### config.mk
export PLATFORM = sky130hd
export DESIGN_NAME = mdu_multicycle_flat
export DESIGN_NICKNAME = d
export VERILOG_FILES = /design/src/rtl/mdu_pkg.sv /design/src/rtl/mdu_multicycle_if.sv /design/src/rtl/mdu_div_step.sv /design/src/rtl/mdu_multicycle.sv /design/src/flat_wrapper.sv
export SDC_FILE = /design/constraint.sdc
export NUM_CORES = 1
export LEC_CHECK = 0
export CAP_MARGIN = 15
export CORE_ASPECT_RATIO = 2
export CORE_MARGIN = 1.5
export CORE_UTILIZATION = 48
export CTS_CLUSTER_SIZE = 24
export DETAILED_ROUTE_END_ITERATION = 8
export GPL_TIMING_DRIVEN = 0
export PLACE_DENSITY = 0.7
export SYNTH_ARGS = -nofsm -noshare
export SYNTH_HDL_FRONTEND = slang
export SYNTH_SLANG_ARGS = --single-unit
### constraint.sdc
create_clock -name clk -period 3.1 [get_ports clk]
set_input_delay 0.62 -clock clk [delete_from_list [all_inputs] [get_ports clk]]
set_output_delay 0.62 -clock clk [all_outputs]
set_load 0.01 [all_outputs]
### src/rtl/mdu_pkg.sv
// Shared definitions for the multi-cycle multiply/divide unit: op codes,
// FSM states and a wide two's-complement negate helper.
package mdu_pkg;

  // Widest value the negate helper handles; covers 2*WIDTH for WIDTH <= 64.
  localparam int unsigned MDU_NEG_W = 128;

  // op[0] = signed, op[1] = divide
  typedef enum logic [1:0] {
    MDU_MULTU = 2'b00,
    MDU_MULT  = 2'b01,
    MDU_DIVU  = 2'b10,
    MDU_DIV   = 2'b11
  } mdu_op_e;

  typedef enum logic [2:0] {
    IDLE,
    PREP,
    CALC,
    FIX,
    DONE
  } mdu_state_e;

  // Two's-complement negate; callers zero-extend in and truncate out.
  function automatic logic [MDU_NEG_W-1:0] mdu_neg(input logic [MDU_NEG_W-1:0] x);
    return ~x + MDU_NEG_W'(1);
  endfunction

endpackage

### src/rtl/mdu_multicycle_if.sv
// Start/done request and result bus between the controller and the MDU.
interface mdu_multicycle_if #(
  parameter int unsigned WIDTH = 32
);
  logic             start;
  logic [1:0]       op;
  logic [WIDTH-1:0] opr_a;
  logic [WIDTH-1:0] opr_b;
  logic             busy;
  logic             done;
  logic [WIDTH-1:0] result_hi;
  logic [WIDTH-1:0] result_lo;
  logic             div_by_zero;

  modport master (
    output start, op, opr_a, opr_b,
    input  busy, done, result_hi, result_lo, div_by_zero
  );

  modport slave (
    input  start, op, opr_a, opr_b,
    output busy, done, result_hi, result_lo, div_by_zero
  );
endinterface

### src/rtl/mdu_div_step.sv
// One combinational restoring-division step on {rem, quot} with a
// WIDTH+1-bit trial subtract.
module mdu_div_step #(
  parameter int unsigned WIDTH = 32
) (
  input  logic [WIDTH-1:0] rem_in,
  input  logic [WIDTH-1:0] quot_in,
  input  logic [WIDTH-1:0] divisor,
  output logic [WIDTH-1:0] rem_nx_c,
  output logic [WIDTH-1:0] quot_nx_c
);
  localparam int unsigned SW = WIDTH + 1;

  logic [SW-1:0] shifted;
  logic [SW-1:0] diff;
  logic          ge;

  // Shift in the next dividend bit, keep the difference if it did not borrow.
  always_comb begin
    shifted   = {rem_in, quot_in[WIDTH-1]};
    diff      = shifted - SW'(divisor);
    ge        = (shifted >= SW'(divisor));
    rem_nx_c  = ge ? WIDTH'(diff) : WIDTH'(shifted);
    quot_nx_c = {quot_in[WIDTH-2:0], ge};
  end
endmodule

### src/rtl/mdu_multicycle.sv
// Iterative radix-2 multiply/divide unit (MULT, MULTU, DIV, DIVU).
// Optional build macro MDU_FAST_MULT_EN: multiplies finish in PREP with a
// single-cycle multiplier; divides are unaffected.
module mdu_multicycle
  import mdu_pkg::*;
#(
  parameter int unsigned WIDTH = 32
) (
  input  logic            clk,
  input  logic            reset,
  mdu_multicycle_if.slave bus
);
  localparam int unsigned CNT_W = $clog2(WIDTH + 1);
  localparam int unsigned PW    = 2 * WIDTH;

  mdu_state_e       state, state_nx;
  logic [1:0]       op_q;
  logic [WIDTH-1:0] a_q, b_q;
  logic [WIDTH-1:0] acc_q;   // product high / partial remainder
  logic [WIDTH-1:0] mq_q;    // multiplier / quotient
  logic [WIDTH-1:0] dvs_q;   // multiplicand / divisor (magnitude)
  logic             neg_lo_q, neg_hi_q;
  logic [CNT_W-1:0] cnt_q;
  logic             busy_q, done_q, dbz_q;
  logic [WIDTH-1:0] hi_q, lo_q;

  logic             accept_c;
  logic             sign_a_c, sign_b_c;
  logic [WIDTH-1:0] abs_a_c, abs_b_c;
  logic [WIDTH:0]   sum_c;
  logic [WIDTH-1:0] rem_nx_c, quot_nx_c;
  logic [PW-1:0]    prod_neg_c;
  logic [WIDTH-1:0] fix_hi_c, fix_lo_c;
`ifdef MDU_FAST_MULT_EN
  logic [PW-1:0]    ext_a_c, ext_b_c, fast_prod_c;
`endif

  assign bus.busy        = busy_q;
  assign bus.done        = done_q;
  assign bus.div_by_zero = dbz_q;
  assign bus.result_hi   = hi_q;
  assign bus.result_lo   = lo_q;

  mdu_div_step #(.WIDTH(WIDTH)) u_div_step (
    .rem_in   (acc_q),
    .quot_in  (mq_q),
    .divisor  (dvs_q),
    .rem_nx_c (rem_nx_c),
    .quot_nx_c(quot_nx_c)
  );

  // State register.
  always_ff @(posedge clk) begin
    if (reset) state <= IDLE;
    else       state <= state_nx;
  end

  // Next-state decode.
  always_comb begin
    state_nx = state;
    accept_c = 1'b0;
    case (state)
      IDLE: begin
        if (bus.start) begin
          accept_c = 1'b1;
          state_nx = PREP;
        end
      end
      PREP: begin
`ifdef MDU_FAST_MULT_EN
        state_nx = op_q[1] ? CALC : DONE;
`else
        state_nx = CALC;
`endif
      end
      CALC: begin
        if (cnt_q == CNT_W'(1)) state_nx = FIX;
      end
      FIX:  state_nx = DONE;
      DONE: begin
        if (bus.start) begin
          accept_c = 1'b1;
          state_nx = PREP;
        end else begin
          state_nx = IDLE;
        end
      end
      default: state_nx = IDLE;
    endcase
  end

  // Operand magnitudes, one shift-add step and the sign fix-up.
  always_comb begin
    sign_a_c   = op_q[0] & a_q[WIDTH-1];
    sign_b_c   = op_q[0] & b_q[WIDTH-1];
    abs_a_c    = sign_a_c ? WIDTH'(mdu_neg(MDU_NEG_W'(a_q))) : a_q;
    abs_b_c    = sign_b_c ? WIDTH'(mdu_neg(MDU_NEG_W'(b_q))) : b_q;
    sum_c      = (WIDTH+1)'(acc_q) + (mq_q[0] ? (WIDTH+1)'(dvs_q) : (WIDTH+1)'(0));
    prod_neg_c = PW'(mdu_neg(MDU_NEG_W'({acc_q, mq_q})));
    if (!op_q[1]) begin
      fix_hi_c = neg_hi_q ? prod_neg_c[PW-1:WIDTH] : acc_q;
      fix_lo_c = neg_hi_q ? prod_neg_c[WIDTH-1:0]  : mq_q;
    end else if (b_q == '0) begin
      fix_hi_c = a_q;
      fix_lo_c = '1;
    end else begin
      fix_hi_c = neg_hi_q ? WIDTH'(mdu_neg(MDU_NEG_W'(acc_q))) : acc_q;
      fix_lo_c = neg_lo_q ? WIDTH'(mdu_neg(MDU_NEG_W'(mq_q)))  : mq_q;
    end
  end

`ifdef MDU_FAST_MULT_EN
  // Single-cycle product; sign-extending to 2*WIDTH makes one multiplier serve both modes.
  always_comb begin
    ext_a_c     = op_q[0] ? {{WIDTH{a_q[WIDTH-1]}}, a_q} : PW'(a_q);
    ext_b_c     = op_q[0] ? {{WIDTH{b_q[WIDTH-1]}}, b_q} : PW'(b_q);
    fast_prod_c = ext_a_c * ext_b_c;
  end
`endif

  // Operand latch and iterative datapath.
  always_ff @(posedge clk) begin
    if (reset) begin
      op_q     <= '0;
      a_q      <= '0;
      b_q      <= '0;
      acc_q    <= '0;
      mq_q     <= '0;
      dvs_q    <= '0;
      neg_lo_q <= 1'b0;
      neg_hi_q <= 1'b0;
      cnt_q    <= '0;
    end else begin
      if (accept_c) begin
        op_q <= bus.op;
        a_q  <= bus.opr_a;
        b_q  <= bus.opr_b;
      end
      case (state)
        PREP: begin
          acc_q    <= '0;
          mq_q     <= op_q[1] ? abs_a_c : abs_b_c;
          dvs_q    <= op_q[1] ? abs_b_c : abs_a_c;
          neg_lo_q <= sign_a_c ^ sign_b_c;
          neg_hi_q <= op_q[1] ? sign_a_c : (sign_a_c ^ sign_b_c);
          cnt_q    <= CNT_W'(WIDTH);
        end
        CALC: begin
          cnt_q <= cnt_q - CNT_W'(1);
          if (op_q[1]) begin
            acc_q <= rem_nx_c;
            mq_q  <= quot_nx_c;
          end else begin
            acc_q <= sum_c[WIDTH:1];
            mq_q  <= {sum_c[0], mq_q[WIDTH-1:1]};
          end
        end
        default: ;
      endcase
    end
  end

  // Registered status and result outputs.
  always_ff @(posedge clk) begin
    if (reset) begin
      busy_q <= 1'b0;
      done_q <= 1'b0;
      dbz_q  <= 1'b0;
      hi_q   <= '0;
      lo_q   <= '0;
    end else begin
      busy_q <= (state_nx == PREP) || (state_nx == CALC) || (state_nx == FIX);
      done_q <= (state_nx == DONE);
      dbz_q  <= (state == FIX) && op_q[1] && (b_q == '0);
      if (state == FIX) begin
        hi_q <= fix_hi_c;
        lo_q <= fix_lo_c;
      end
`ifdef MDU_FAST_MULT_EN
      if ((state == PREP) && !op_q[1]) begin
        hi_q <= fast_prod_c[PW-1:WIDTH];
        lo_q <= fast_prod_c[WIDTH-1:0];
      end
`endif
    end
  end

endmodule

### src/flat_wrapper.sv
// flat-port wrapper written by rule: the top's interface ports become plain ports
module mdu_multicycle_flat import mdu_pkg::*;
#(
  parameter int unsigned WIDTH = 32
)
  (clk, reset, bus_start, bus_op, bus_opr_a, bus_opr_b, bus_busy, bus_done, bus_result_hi, bus_result_lo, bus_div_by_zero);
  mdu_multicycle_if #(.WIDTH(WIDTH)) bus_i ();
  input  logic clk;
  input  logic reset;
  input wire logic [$bits(bus_i.start)-1:0] bus_start;
  input wire logic [$bits(bus_i.op)-1:0] bus_op;
  input wire logic [$bits(bus_i.opr_a)-1:0] bus_opr_a;
  input wire logic [$bits(bus_i.opr_b)-1:0] bus_opr_b;
  output wire logic [$bits(bus_i.busy)-1:0] bus_busy;
  output wire logic [$bits(bus_i.done)-1:0] bus_done;
  output wire logic [$bits(bus_i.result_hi)-1:0] bus_result_hi;
  output wire logic [$bits(bus_i.result_lo)-1:0] bus_result_lo;
  output wire logic [$bits(bus_i.div_by_zero)-1:0] bus_div_by_zero;
  assign bus_i.start = bus_start;
  assign bus_i.op = bus_op;
  assign bus_i.opr_a = bus_opr_a;
  assign bus_i.opr_b = bus_opr_b;
  assign bus_busy = bus_i.busy;
  assign bus_done = bus_i.done;
  assign bus_result_hi = bus_i.result_hi;
  assign bus_result_lo = bus_i.result_lo;
  assign bus_div_by_zero = bus_i.div_by_zero;
  mdu_multicycle #(.WIDTH(WIDTH)) u_core (.clk(clk), .reset(reset), .bus(bus_i));
endmodule
==> metrics.log, run 1 <==
INFO  metric outcome = stopped before the end
INFO  metric lastStage = global routing (5_1_grt)
INFO  metric first-error = [ERROR GRT-0116] Global routing finished with congestion. Check the congestion regions in the DRC Viewer.
INFO  metric grt_pass1_vias = 24.04k
INFO  metric fp-row-count = a little over 100
INFO  metric dpl.hpwl = ~78 mm
INFO  metric global_route_wire_length_before_repair = 163.1 mm
INFO  metric maximum_root_to_sink_buffer_count = 3
INFO  metric clock-sinks = 240
INFO  metric post_syn_area_per_cell = just over 7 µm²
INFO  metric synth_sequential_area_ratio = 26.16%
INFO  metric synth-async-reset-ratio = 0%
INFO  metric gpl.final_weighted_congestion = roughly 1.1
INFO  metric initial_standard_cell_utilization_of_the_core = approximately 49%
INFO  metric place_worst_setup_slack = -1.553 ns
INFO  metric synth_flop_cell = sky130_fd_sc_hd__dfxtp_1
INFO  metric io_pins = 136
INFO  metric netlist_area = about 18000 µm²
INFO  metric synthDistinctLibCells = 79
INFO  metric cts.root.buffer_cell = sky130_fd_sc_hd__clkbuf_16
INFO  metric number_of_clock_buffers_inserted_by_tritoncts = 24
INFO  metric grt_max_degree = 16
INFO  metric grt_util_all_layers = a little under three fifths
INFO  metric ys_seq_elements = between 200 and 250
INFO  metric holdBufCountCts = 0
INFO  metric synth_cells = 2591
INFO  metric mappedNetlistNets = 2732
INFO  metric ys_warn_count = 0
INFO  metric synth_enable_flop_cells = 0
INFO  metric htreeDepth = 1
INFO  metric die_width = 141.3 µm
INFO  metric die_y = roughly 280 µm
INFO  metric grt_overflow = 2
INFO  metric post-place-cells = 3190
INFO  metric placement.io_buffers = about 140
## cells in the mapped netlist (14+ instances only)
cell | instances | share of area, %
sky130_fd_sc_hd__nand2_1 | 364 | 7.4
sky130_fd_sc_hd__a21oi_1 | 299 | 8.1
sky130_fd_sc_hd__nor2_1 | 293 | 6.0
sky130_fd_sc_hd__dfxtp_1 | 240 | 26
sky130_fd_sc_hd__clkbuf_1 | 182 | 3.7
sky130_fd_sc_hd__o21ai_0 | 174 | 4.7
sky130_fd_sc_hd__xnor2_1 | 89 | 4.2
sky130_fd_sc_hd__xor2_1 | 80 | 3.8
sky130_fd_sc_hd__ha_1 | 70 | 4.8
sky130_fd_sc_hd__inv_1 | 68 | 1.4
sky130_fd_sc_hd__nor3_1 | 64 | 1.7
sky130_fd_sc_hd__o211ai_1 | 59 | 2.4
sky130_fd_sc_hd__mux2i_1 | 58 | 3.2
sky130_fd_sc_hd__a211oi_1 | 49 | 2.0
sky130_fd_sc_hd__nand3_1 | 48 | 1.3
sky130_fd_sc_hd__a21o_1 | 31 | 1.3
sky130_fd_sc_hd__a31oi_1 | 23 | 0.78
sky130_fd_sc_hd__o31ai_1 | 23 | 0.94
sky130_fd_sc_hd__nand4_1 | 21 | 0.72
sky130_fd_sc_hd__mux2_2 | 19 | 1.2
sky130_fd_sc_hd__nor4_1 | 16 | 0.54
sky130_fd_sc_hd__a221oi_1 | 15 | 0.72
sky130_fd_sc_hd__a22oi_1 | 15 | 0.61
sky130_fd_sc_hd__buf_1 | 15 | 0.31
sky130_fd_sc_hd__buf_2 | 15 | 0.41
sky130_fd_sc_hd__nand2b_1 | 15 | 0.51
sky130_fd_sc_hd__or3_1 | 15 | 0.51
sky130_fd_sc_hd__nor3b_1 | 14 | 0.57
## kinds of logic after synthesis
group                      synth area share (%)
and+or+nand+nor                           23.08
AOI/OAI and AO/OA                         27.02
buffers and inverters                     6.369
DFF                                       26.16
xor gates and xnor gates                  8.059
muxes                                     4.326
adders and majority gates                 4.986
## per-stage QoR
stage | TNS (ns) | instance area, µm² | hold WS (ns) | util (%)
2_1_floorplan | 0 | 18380 | 0.4319 | -
3_3_place_gp | -82.04 | 20310 | 0.4318 | 53.75
3_5_place_dp | -84.65 | 20320 | 0.4495 | 53.79
4_1_cts | -4.483 | 23220 | 0.4580 | 61.46
## layer usage
| layer | GRT overflow | GRT usage [%] |
|---|---|---|
| met5 | 0 | 4.108 |
| met4 | 1 | 60.60 |
| met3 | 0 | 27.37 |
| met2 | 1 | 87.10 |
| met1 | 0 | 51.85 |
## repair_timing
item                                    in CTS
resized for setup                          317
endpoints found under the setup margin     127
setup buffers                               84
cloned                                       2
pin swaps                                   92
==> run 2, diff against run 1 <==
- CORE_ASPECT_RATIO: 2 -> default
- CORE_UTILIZATION: 48 -> 33
- CTS_CLUSTER_SIZE: 24 -> default
- PLACE_DENSITY: 0.7 -> default
- PLACE_DENSITY_LB_ADDON: default -> 0.15
- clock period: 3.1 -> 4.03 ns (I/O delays scaled with it)
==> metrics.log, run 2 <==
INFO  metric outcome = finished clean
INFO  metric grt_overflow = 0
INFO  metric max_clock_freq = roughly 250 MHz
INFO  metric arrival_time_of_the_worst_setup_path = 4.42 ns
INFO  metric synth_cells = around 2.6k
INFO  metric final.setup_skew = approximately 0.027 ns
INFO  metric post_route_wl = between 90 and 100 mm
INFO  metric synth_flop_cell = sky130_fd_sc_hd__dfxtp_1
INFO  metric post_route_setup_tns = 0 ns
INFO  metric worst-endpoint-required = 4.51 ns
INFO  metric cp_num_buf_inv = 2
INFO  metric core_region_area = ~55000 µm²
INFO  metric htreeDepth = 1
INFO  metric timing.critical_path.to_type = register
INFO  metric finish.net_count = ~2.9k
INFO  metric tightest_slew = about 1.2 ns
INFO  metric critPathMaxStageDelay = around 0.5 ns
INFO  metric die_y = approximately 240 µm
INFO  metric synth_enable_flop_cells = 0
INFO  metric post-route-min-period = slightly below 4 ns
INFO  metric final.fill_count = just under 6k
INFO  metric synth-async-reset-ratio = 0%
INFO  metric timing.critical_path.max_delay_family = compound AO/OA/AOI/OAI gates
INFO  metric setup_viol_count_final = 0
INFO  metric number_of_clock_buffers_inserted_by_tritoncts = 31
INFO  metric max_cap_violations = 0
INFO  metric synth_sequential_area_ratio = roughly a quarter
INFO  metric postRouteAntennaNets = 0
INFO  metric synth_common_cells = sky130_fd_sc_hd__nand2_1 (364), sky130_fd_sc_hd__a21oi_1 (299), sky130_fd_sc_hd__nor2_1 (293)
INFO  metric drt_first_pass_iters = 6
INFO  metric drtIter0Drc = between 2k and 2.5k
INFO  metric initial_antenna_violation_count = 5
INFO  metric totalPowerFinal = 8515 µW
INFO  metric place_worst_setup_slack = -0.5886 ns
INFO  metric netlist_area = approximately 18000 µm²
INFO  metric leakage_power = 0.008221 µW
INFO  metric clock-sinks = 240
INFO  metric worst_skew_pair_later_pin_latency = between 0.6 and 0.7 ns
INFO  metric dpl.hpwl = between 70 and 80 mm
INFO  metric synth_top_cell_by_area = sky130_fd_sc_hd__dfxtp_1
INFO  metric area.sequential = between 4000 and 5000 µm²
INFO  metric vias = around 21k
INFO  metric ys_seq_elements = between 200 and 250
INFO  metric post_syn_area_per_cell = between 7 and 8 µm²
INFO  metric slew_headroom = a little over a fifth
INFO  metric global_route_wire_length_before_repair = 133.8 mm
INFO  metric placement.io_buffers = approximately 140
INFO  metric initial_standard_cell_utilization_of_the_core = approximately 33%
INFO  metric grt_pass1_vias = approximately 20k
INFO  metric hold_path_class = register to register
INFO  metric gpl.final_weighted_congestion = 0.9929
INFO  metric cts.root.buffer_cell = sky130_fd_sc_hd__clkbuf_16
INFO  metric power_per_cell_area = about 390 nW/µm²
INFO  metric timing.critical_path.slowest_stage_cell = sky130_fd_sc_hd__or3b_2
INFO  metric maximum_fanout_along_the_worst_path = 10
INFO  metric holdBufCountCts = 0
INFO  metric cts_tree = built
INFO  metric fp-row-count = 86
INFO  metric mappedNetlistNets = between 2k and 3k
INFO  metric die_width = 238.9 µm
INFO  metric netlist_top_cells_area = sky130_fd_sc_hd__dfxtp_1 (26%), sky130_fd_sc_hd__a21oi_1 (8.1%), sky130_fd_sc_hd__nand2_1 (7.4%), sky130_fd_sc_hd__nor2_1 (6.0%), sky130_fd_sc_hd__ha_1 (4.8%)
INFO  metric top_count_cell_post_synth = sky130_fd_sc_hd__nand2_1
INFO  metric ys_warn_count = 0
INFO  metric routed_wire_length_per_instance = about 26 µm
INFO  metric io_pins = ~140
INFO  metric finalCritPeriodShare = between 90 and 100%
INFO  metric multi_input_area = around 12000 µm²
INFO  metric final_common_cell = sky130_fd_sc_hd__nand2_1
INFO  metric synthToLayoutAreaGrowth = 19.40%
INFO  metric grt_util_all_layers = ~32%
INFO  metric yosysTopAreaCellShare = a little over a quarter
INFO  metric timing.critical_path.cells = clkinvlp_4, buf_2, nor2_1, ha_1, o21ai_0, a21oi_1, o41a_1, a211o_1, a21oi_4, o21ai_1, or3b_2, a221oi_1, a211oi_1
INFO  metric worstSetupPathType = register to register
INFO  metric dieArea = approximately 57000 µm²
INFO  metric hold_viol_final = 0
INFO  metric synthDistinctLibCells = just under 80
INFO  metric setup.worst_path.start_class = register
INFO  metric route.detailed.drc = 0
INFO  metric layout_common_cells = sky130_fd_sc_hd__nand2_1 (363), sky130_fd_sc_hd__a21oi_1 (298), sky130_fd_sc_hd__nor2_1 (293), sky130_fd_sc_hd__dfxtp_1 (239)
INFO  metric vdd_ir_drop_max = 0.3165 mV
INFO  metric cts.clk_slew.worst_paths = 0.06 ns
INFO  metric setup_slack = 0.08811 ns
INFO  metric grt_max_degree = 16
INFO  metric post_drt_via_cell_ratio = slightly below 6
INFO  metric final_layout_size_suffix_gt1_share = 5.887%
INFO  metric report.final.slew_viol_count = 0
INFO  metric maximum_root_to_sink_buffer_count = 3
## run 2: cell type report
class,instances,area share (%)
timing repair buffer,139,6.276
antenna,1,0.01141
sequential,240,21.91
buffer,221,4.176
inverter,69,1.198
multi-input combinational,2059,56.84
clock buffer,32,3.600
clock inverter,26,1.723
tap,748,4.267
## run 2: power breakdown
part	switching [µW]	leakage [µW]	internal, µW
registers	181	0.00195	2480
clock network	1260	0.000550	1950
logic	1780	0.00572	860
## run 2: metal layers
metal	vias to the layer above	wire, µm	GRT usage (%)
met3	184	8070	5.162
met4	2	3774	11.76
li1	9556	-	-
met5	-	13	0.2597
met2	1075	40910	50.74
met1	10030	40820	43.53
## run 2: worst register-to-register path: cells and delay by family (launching register included)
kind            cells  cell delay (ns)
compound gates      8             1.94
simple gates        2             0.63
fa+ha+maj           1             0.28
buf+inv             2             0.50
flops               1             0.47
## run 2: cell families after synthesis
kind of cell / synth area share (%)
flops: 26.16
simple gates: 23.08
compound gates: 27.02
xor+xnor: 8.059
buf+inv: 6.369
mux: 4.326
fa+ha+maj: 4.986
## run 2: final timing paths
check / start / endpoint / slack (ns) / cells after the start
worst min-delay path: u_core.bus.result_hi[9] / u_core.bus.result_hi[9] / 0.45 / 2
worst max register to register: u_core.mq_q[0] / u_core.acc_q[27] / 0.09 / 13
worst max-delay path: u_core.mq_q[0] / u_core.acc_q[27] / 0.09 / 13
worst min register to register: u_core.bus.result_hi[9] / u_core.bus.result_hi[9] / 0.45 / 2
## run 2: repair_timing
action,in CTS,in global routing
pin swaps,1,2
resized for setup,12,21
setup endpoints to repair,29,39
setup buffers,1,1
## run 2: through the flow
step,hold WS [ns],cell area [µm²],util [%],instances
floorplan,0.4319,18370,-,2591
global placement,0.4421,20650,37.49,3474
global route,0.4660,21930,39.80,3534
finish,0.4491,21930,39.81,3535
CTS,0.4526,21880,39.72,3535
detailed placement,0.4454,20670,37.52,3476
(Power assumes the default switching activity.)
